**src/rtl/cva5_types.sv**
```systemverilog
// Shared types for the data-cache write buffer: one buffered write and the
// byte-merge used when a new write lands on the same word as the tail entry.
package cva5_types;

   typedef struct packed {
      logic [29:0] addr;
      logic [3:0]  wbe;
      logic [31:0] wdata;
      logic        rmw;
   } wb_entry_t;

   function automatic logic [31:0] merge_bytes(input logic [31:0] old_data,
                                               input logic [31:0] new_data,
                                               input logic [3:0]  be);
      logic [31:0] merged;
      merged = old_data;
      for (int i = 0; i < 4; i++) begin
         if (be[i]) merged[i*8 +: 8] = new_data[i*8 +: 8];
      end
      return merged;
   endfunction

endpackage

```
**src/rtl/dcache_write_buffer.sv**
```systemverilog
// Posted-write FIFO with tail coalescing between the data cache master and the
// L2/bus arbiter; reads wait for the buffer to empty and then pass straight through.
module dcache_write_buffer
   import cva5_types::*;
#(
   parameter int DEPTH = 4
) (
   input  logic        clk,
   input  logic        rst,
   input  logic        up_request,
   input  logic [29:0] up_addr,
   input  logic        up_rnw,
   input  logic [4:0]  up_rlen,
   input  logic [3:0]  up_wbe,
   input  logic [31:0] up_wdata,
   input  logic        up_rmw,
   output logic        up_ack,
   output logic        up_rvalid,
   output logic [31:0] up_rdata,
   output logic        write_outstanding,
   output logic        dn_request,
   output logic [29:0] dn_addr,
   output logic        dn_rnw,
   output logic [4:0]  dn_rlen,
   output logic [3:0]  dn_wbe,
   output logic [31:0] dn_wdata,
   output logic        dn_rmw,
   input  logic        dn_ack,
   input  logic        dn_rvalid,
   input  logic [31:0] dn_rdata,
   input  logic        dn_write_outstanding
);

   localparam int PTR_W = $clog2(DEPTH);
   localparam int CNT_W = PTR_W + 1;

   typedef enum logic [1:0] {IDLE, READ_REQ, READ_DATA} state_t;

   state_t           state_q, state_d;
   wb_entry_t        entries_q [DEPTH];
   wb_entry_t        entries_d [DEPTH];
   logic [PTR_W-1:0] head_q, head_d;
   logic [PTR_W-1:0] tail_q, tail_d;
   logic [PTR_W-1:0] last_idx;
   logic [CNT_W-1:0] count_q, count_d;
   logic [4:0]       beats_q, beats_d;

   logic not_empty, full, read_issue, drain, hit, wr_req, wr_accept, push, pop;

   always_comb begin
      not_empty  = (count_q != '0);
      full       = (count_q == CNT_W'(DEPTH));
      last_idx   = tail_q - PTR_W'(1);
      // A read goes downstream only once every older write has left the buffer.
      read_issue = (state_q == READ_REQ) |
                   ((state_q == IDLE) & up_request & up_rnw & ~not_empty);
      drain      = not_empty & ~read_issue;
      // The head being offered downstream must not change under the arbiter.
      hit        = not_empty &
                   (entries_q[last_idx].addr == up_addr) &
                   (entries_q[last_idx].rmw == up_rmw) &
                   ~(drain & (last_idx == head_q));
      wr_req     = rst & up_request & ~up_rnw;
      wr_accept  = wr_req & (hit | ~full);
      push       = wr_accept & ~hit;
      pop        = drain & dn_ack;

      up_ack            = wr_accept | (rst & read_issue & dn_ack);
      up_rvalid         = rst & (state_q == READ_DATA) & dn_rvalid;
      up_rdata          = dn_rdata;
      write_outstanding = (rst & not_empty) | dn_write_outstanding;

      dn_request = rst & (read_issue | drain);
      dn_rnw     = read_issue;
      if (read_issue) begin
         dn_addr  = up_addr;
         dn_rlen  = up_rlen;
         dn_wbe   = '0;
         dn_wdata = '0;
         dn_rmw   = up_rmw;
      end else begin
         dn_addr  = entries_q[head_q].addr;
         dn_rlen  = '0;
         dn_wbe   = entries_q[head_q].wbe;
         dn_wdata = entries_q[head_q].wdata;
         dn_rmw   = entries_q[head_q].rmw;
      end
   end

   always_comb begin
      entries_d = entries_q;
      head_d    = head_q;
      tail_d    = tail_q;
      state_d   = state_q;
      beats_d   = beats_q;

      if (wr_accept & hit) begin
         entries_d[last_idx].wbe   = entries_q[last_idx].wbe | up_wbe;
         entries_d[last_idx].wdata = merge_bytes(entries_q[last_idx].wdata, up_wdata, up_wbe);
      end
      if (push) begin
         entries_d[tail_q].addr  = up_addr;
         entries_d[tail_q].wbe   = up_wbe;
         entries_d[tail_q].wdata = up_wdata;
         entries_d[tail_q].rmw   = up_rmw;
         tail_d = tail_q + PTR_W'(1);
      end
      if (pop) head_d = head_q + PTR_W'(1);
      count_d = count_q + CNT_W'(push) - CNT_W'(pop);

      case (state_q)
         IDLE: begin
            if (read_issue) begin
               state_d = dn_ack ? READ_DATA : READ_REQ;
               if (dn_ack) beats_d = up_rlen;
            end
         end
         READ_REQ: begin
            if (dn_ack) begin
               state_d = READ_DATA;
               beats_d = up_rlen;
            end
         end
         READ_DATA: begin
            if (dn_rvalid) begin
               if (beats_q == '0) state_d = IDLE;
               else beats_d = beats_q - 5'd1;
            end
         end
         default: state_d = IDLE;
      endcase
   end

   always_ff @(posedge clk) begin
      if (!rst) begin
         state_q <= IDLE;
         head_q  <= '0;
         tail_q  <= '0;
         count_q <= '0;
         beats_q <= '0;
      end else begin
         state_q <= state_d;
         head_q  <= head_d;
         tail_q  <= tail_d;
         count_q <= count_d;
         beats_q <= beats_d;
      end
   end

   // Entry payload needs no reset: count_q gates every use of it.
   always_ff @(posedge clk) begin
      entries_q <= entries_d;
   end

endmodule
```
**config.mk**
```make
export PLATFORM = sky130hd
export DESIGN_NAME = dcache_write_buffer
export DESIGN_NICKNAME = d
export VERILOG_FILES = /design/src/rtl/cva5_types.sv /design/src/rtl/dcache_write_buffer.sv
export SDC_FILE = /design/constraint.sdc
export NUM_CORES = 1
export LEC_CHECK = 0
export ABC_AREA = 0
export ABC_CLOCK_PERIOD_IN_PS = 13750
export CORE_UTILIZATION = 55
export DETAILED_ROUTE_END_ITERATION = 8
export PLACE_DENSITY = 0.8
export SYNTH_ARGS = -nofsm -noshare
export SYNTH_HDL_FRONTEND = slang
export SYNTH_SLANG_ARGS = --single-unit
```
**constraint.sdc**
```tcl
create_clock -name clk -period 13.75 [get_ports clk]
set_clock_uncertainty 0.05 [all_clocks]
set_input_delay 2.75 -clock clk [delete_from_list [all_inputs] [get_ports clk]]
set_output_delay 2.75 -clock clk [all_outputs]
set_load 0.02 [all_outputs]
```
# Word-level counts from Yosys, hierarchy flattened
# Cells that the tools add are included.
# classes
order_cmp	5
add_sub_neg	6
mux	50
n_reduce_logical	8
n_bitwise	35
n_eq_ne	11
# op_table
cell	count
bitwise mux 268 bit	6
demux 67 bit (select 2 bit)	6
two-way mux 268 bit	2
two-way mux 67 bit	5
binary-select mux 67 bit (select 2 bit)	2
two-way mux 37 bit	2
two-way mux 33 bit	2
two-way mux 8 bit	8
two-way mux 32 bit	1
== test 30 bit	1
two-way mux 30 bit	1
two-way mux 5 bit	5
AND 1 bit	20
one-hot mux 5 bit (3 select lines)	1
two-way mux 2 bit	5
greater-or-equal comparator 3 bit (second input constant)	3
NOT 2 -> 3 bit	3
!= test 2 bit (second input constant)	4
AND reduction 4 bit	2
less-than comparator 3 x 1 -> 1 bit (second input constant)	2
NOT 1 bit	6
one-hot mux 2 bit (3 select lines)	1
nonzero test 3 bit	2
logical NOT 5 bit	1
17 further kinds	24
# word_totals
inputBits	111
register_bits	282
output_inout_bits	109

# Depth between registers and ports, before layout
# depth
ltp_word	21
ltp_mapped	22

# Worst setup path after synthesis
# OpenSTA, ideal clock, no wires.
# synth_path
path_kind	input port to output port
startpoint	input up_addr[9]
endpoint	output up_ack
t_arrival_ns	4.779
cell_stages	7
setup_slack_ns	6.171
required_time_ns	10.950
path_cell_list	a32o_1 -> or4_1 -> a22o_1 -> buf_2 -> nor4_4 -> o21ai_0 -> a21oi_1
# synth_via
elab_chain_cells	7
# synth_lines
item	line	source
from (decl)	dcache_write_buffer.sv:11	input logic [29:0] up_addr,
== test 30 bit	dcache_write_buffer.sv:60	(entries_q[last_idx].addr == up_addr) &
AND 1 bit	dcache_write_buffer.sv:59	hit = not_empty &
AND 1 bit	dcache_write_buffer.sv:60	
AND 1 bit	dcache_write_buffer.sv:61	(entries_q[last_idx].rmw == up_rmw) &
bitwise OR 1 bit	dcache_write_buffer.sv:64	wr_accept = wr_req & (hit | ~full);
AND 1 bit	dcache_write_buffer.sv:64	
bitwise OR 1 bit	dcache_write_buffer.sv:68	up_ack = wr_accept | (rst & read_issue & dn_ack);
to (decl)	dcache_write_buffer.sv:17	output logic up_ack,
# Every way passes these cells.

# Worst setup path after layout
# layout_path
startpoint	input up_addr[25]
endpoint	output up_ack
# The elaborated chain is that of the path after synthesis.

==> flow_summary.ini <==
[timing]
setup_tns_ps = 0
tightest_slew_ps = 1270
slew_violations = 0
slew_headroom = 0.151
min_period_ps = 9210
holdWs_ps = 447
setup_viol = 0
rsz0062_at_grt = no
fin_crit_sh = 0.670
max_freq_ghz = 0.109
final_hold_viol_count = 0

[floorplan]
dieHeight_um = 180
die_area_mm2 = 0.0324
rows = 64
ios = 220
start_util = 0.565
core_region_area_mm2 = 0.0308
die_w_um = 180

[routing]
drt_wl_total_um = 40500
via_per_inst = 6.20
drt_iter0_markers = 687
dr.pass1.iters = 9
drc = 46
ant_nets = 0
routedWlPerCell_um = 22.9
vias = 10955

[clock_tree]
cts_resized = 0
clk_path_buf_depth = 3
cts_max_level = 1
clk_pin_slew_ps = 60
post_cts_buffers = 0
cts_buffers = 31
cts_root_buf = clkbuf_16
clock-sinks = 282
cts_tree = done
insertion_delay_ps = 560
hold_buffers = 0

[logic_synthesis]
ys_warn_count = 0
synth-edff-count = 124
syn_inst = 1264
synth_common_cells = mux2_2 (283), dfxtp_1 (158), and2_1 (131), edfxtp_1 (124), mux4_2 (123)
avgSynthCellArea_um2 = 13.8
ys_ff_latch = 282
syn_nets = 1388
yosysMostFrequentCell = mux2_2
yosysTopAreaCellShare = 0.214
synth_top_area_cell = edfxtp_1
ys_types = 58
synth.area.top_cells = edfxtp_1 (21%), mux2_2 (18%), dfxtp_1 (18%), mux4_2 (16%), mux2_4 (5.3%)
ys_async_sr_fraction = 0
synth_area_mm2 = 0.0174
ys.flop_type = dfxtp_1
synth_seq_area_share = 0.395

[final_layout]
fin_nets = 1472
fin_area_mm2 = 0.0198
synthToLayoutAreaGrowth_pct = 13.9
drive_above_1_share = 0.405

[status]
violations = design-rule violations
status = finished with violations

[global_routing]
grt_first_pass_wirelength_um = 63200
antenna_found_initial = 1
grt_max_degree = 75
grtUsageMet1 = 0.334
top_usage_layer = met2
overflow = 0
grt.met3_usage = 0.0340
grt_usage = 0.249
grt_pass1_vias = 11144
grtUsageMet2 = 0.418

[setup_path]
crit_required_ps = 10950
crit_fanout = 10
r2r_slack_ps = 7510
r2r-end = count_q[2]
cp-start-kind = primary input
critPathLaunch = up_addr[25]
r2r_cells = 17
crit_type = in -> out
reg2reg_from = tail_q[0]
worst_setup_path_end_kind = primary output
crit_end = up_ack
arrival_ps = 6410

[placement]
placement.io_buffers = 155
dpl-instance-area_mm2 = 0.0188
dp.final_hpwl_um = 23900
place_congestion = 0.812

[power_and_ir_drop]
ir_drop_uv = 120
power.density_mw_per_mm2 = 154
cellLeakagePower_uw = 0.00732

[flow_run]
maxCapViolations = 0

[hold_path]
hold_class = reg -> reg
## how the worst min path moves through the flow
stage / from / endpoint / slack (ps) / cells past startpoint
final: beats_q[4] / beats_q[4] / 450 / 2
after global routing: beats_q[4] / beats_q[4] / 460 / 2
after CTS: beats_q[4] / beats_q[4] / 450 / 2
after detailed placement: beats_q[4] / beats_q[4] / 440 / 2
after global placement: beats_q[4] / beats_q[4] / 410 / 2
after floorplan: beats_q[4] / beats_q[4] / 390 / 2
## through the flow
step / total power [µW] / setup WS [ps] / util / instances
finish: 3060 / 4540 / 0.643 / 1768
global placement: 2220 / 4680 / 0.610 / 1711
detailed placement: 2240 / 4630 / 0.610 / 1711
global route: 3180 / 4340 / 0.643 / 1767
floorplan: 1840 / 6170 / - / 1264
CTS: 3080 / 4610 / 0.643 / 1767
## power breakdown
part	leakage [µW]	internal (µW)	switching, µW	total [µW]
Combinational	0.00426	653	501	1150
Clock	0.000505	495	333	828
Sequential	0.00256	977	99.7	1080
Total	0.00732	2130	933	3060
## per-layer routing
| metal | vias to the layer above | part of all wire |
|---|---|---|
| met2 | 388 | 0.49 |
| met5 | - | 0 |
| li1 | 4921 | - |
| met4 | 0 | 0.026 |
| met1 | 5568 | 0.43 |
| met3 | 78 | 0.063 |
## cell type report
| class | count | area (µm²) |
|---|---|---|
| clock buffer | 52 | 973 |
| antenna | 1 | 2.50 |
| sequential | 282 | 6900 |
| tap | 396 | 495 |
| timing repair buffer | 172 | 1680 |
| fill | 2264 | 11000 |
| inverter | 18 | 67.6 |
| multi-input combinational | 843 | 9670 |
| clock inverter | 4 | 45.0 |
## critical path: stages
cell and delay, ps:
clkdlybuf4s50_1 570, a222oi_1 410, or3b_1 380, a22o_1 400
nor4_4 780, o21ai_0 270, a21oi_1 210, clkdlybuf4s50_1 630
## sequential cells by signal, indices dropped and copies added (netlist names)
register	cells
beats_q	5
count_q	3
entries_q	268
head_q	2
state_q	2
tail_q	2
## logic make-up (layout without fill, tap and decap cells)
logic type,count (synthesis),in the layout,synth area share
AOI/OAI and AO/OA,56,56,0.0218
xor gates and xnor gates,29,29,0.0146
adders and majority gates,13,13,0.00977
buffers and inverters,139,246,0.0522
DFF,282,282,0.395
muxes,501,501,0.415
other,0,1,0
and+or+nand+nor,244,244,0.0913
## placed cells by master (no fill, tap or decap), drive strengths merged, types with 3 or more instances in the layout
cell type,synthesis,routed
a21oi,10,10
and2,131,131
and3,7,7
buf,95,17
clkbuf,26,52
clkdlybuf4s50,0,155
clkinv,0,3
dfxtp,158,158
edfxtp,124,124
ha,12,12
inv,18,18
mux2,353,353
mux2i,25,25
mux4,123,123
nand2,12,12
nand2b,5,5
nand4,5,5
nor2,13,13
nor2b,38,38
nor3,3,3
nor3b,4,4
nor4,8,8
nor4b,3,3
o2111ai,4,4
o211ai,3,3
o21ai,15,15
o21bai,3,3
o2bb2ai,3,3
or2,6,6
or3,4,4
xnor2,23,23
xor2,6,6
Note: power is estimated with default switching activity, not from simulation.
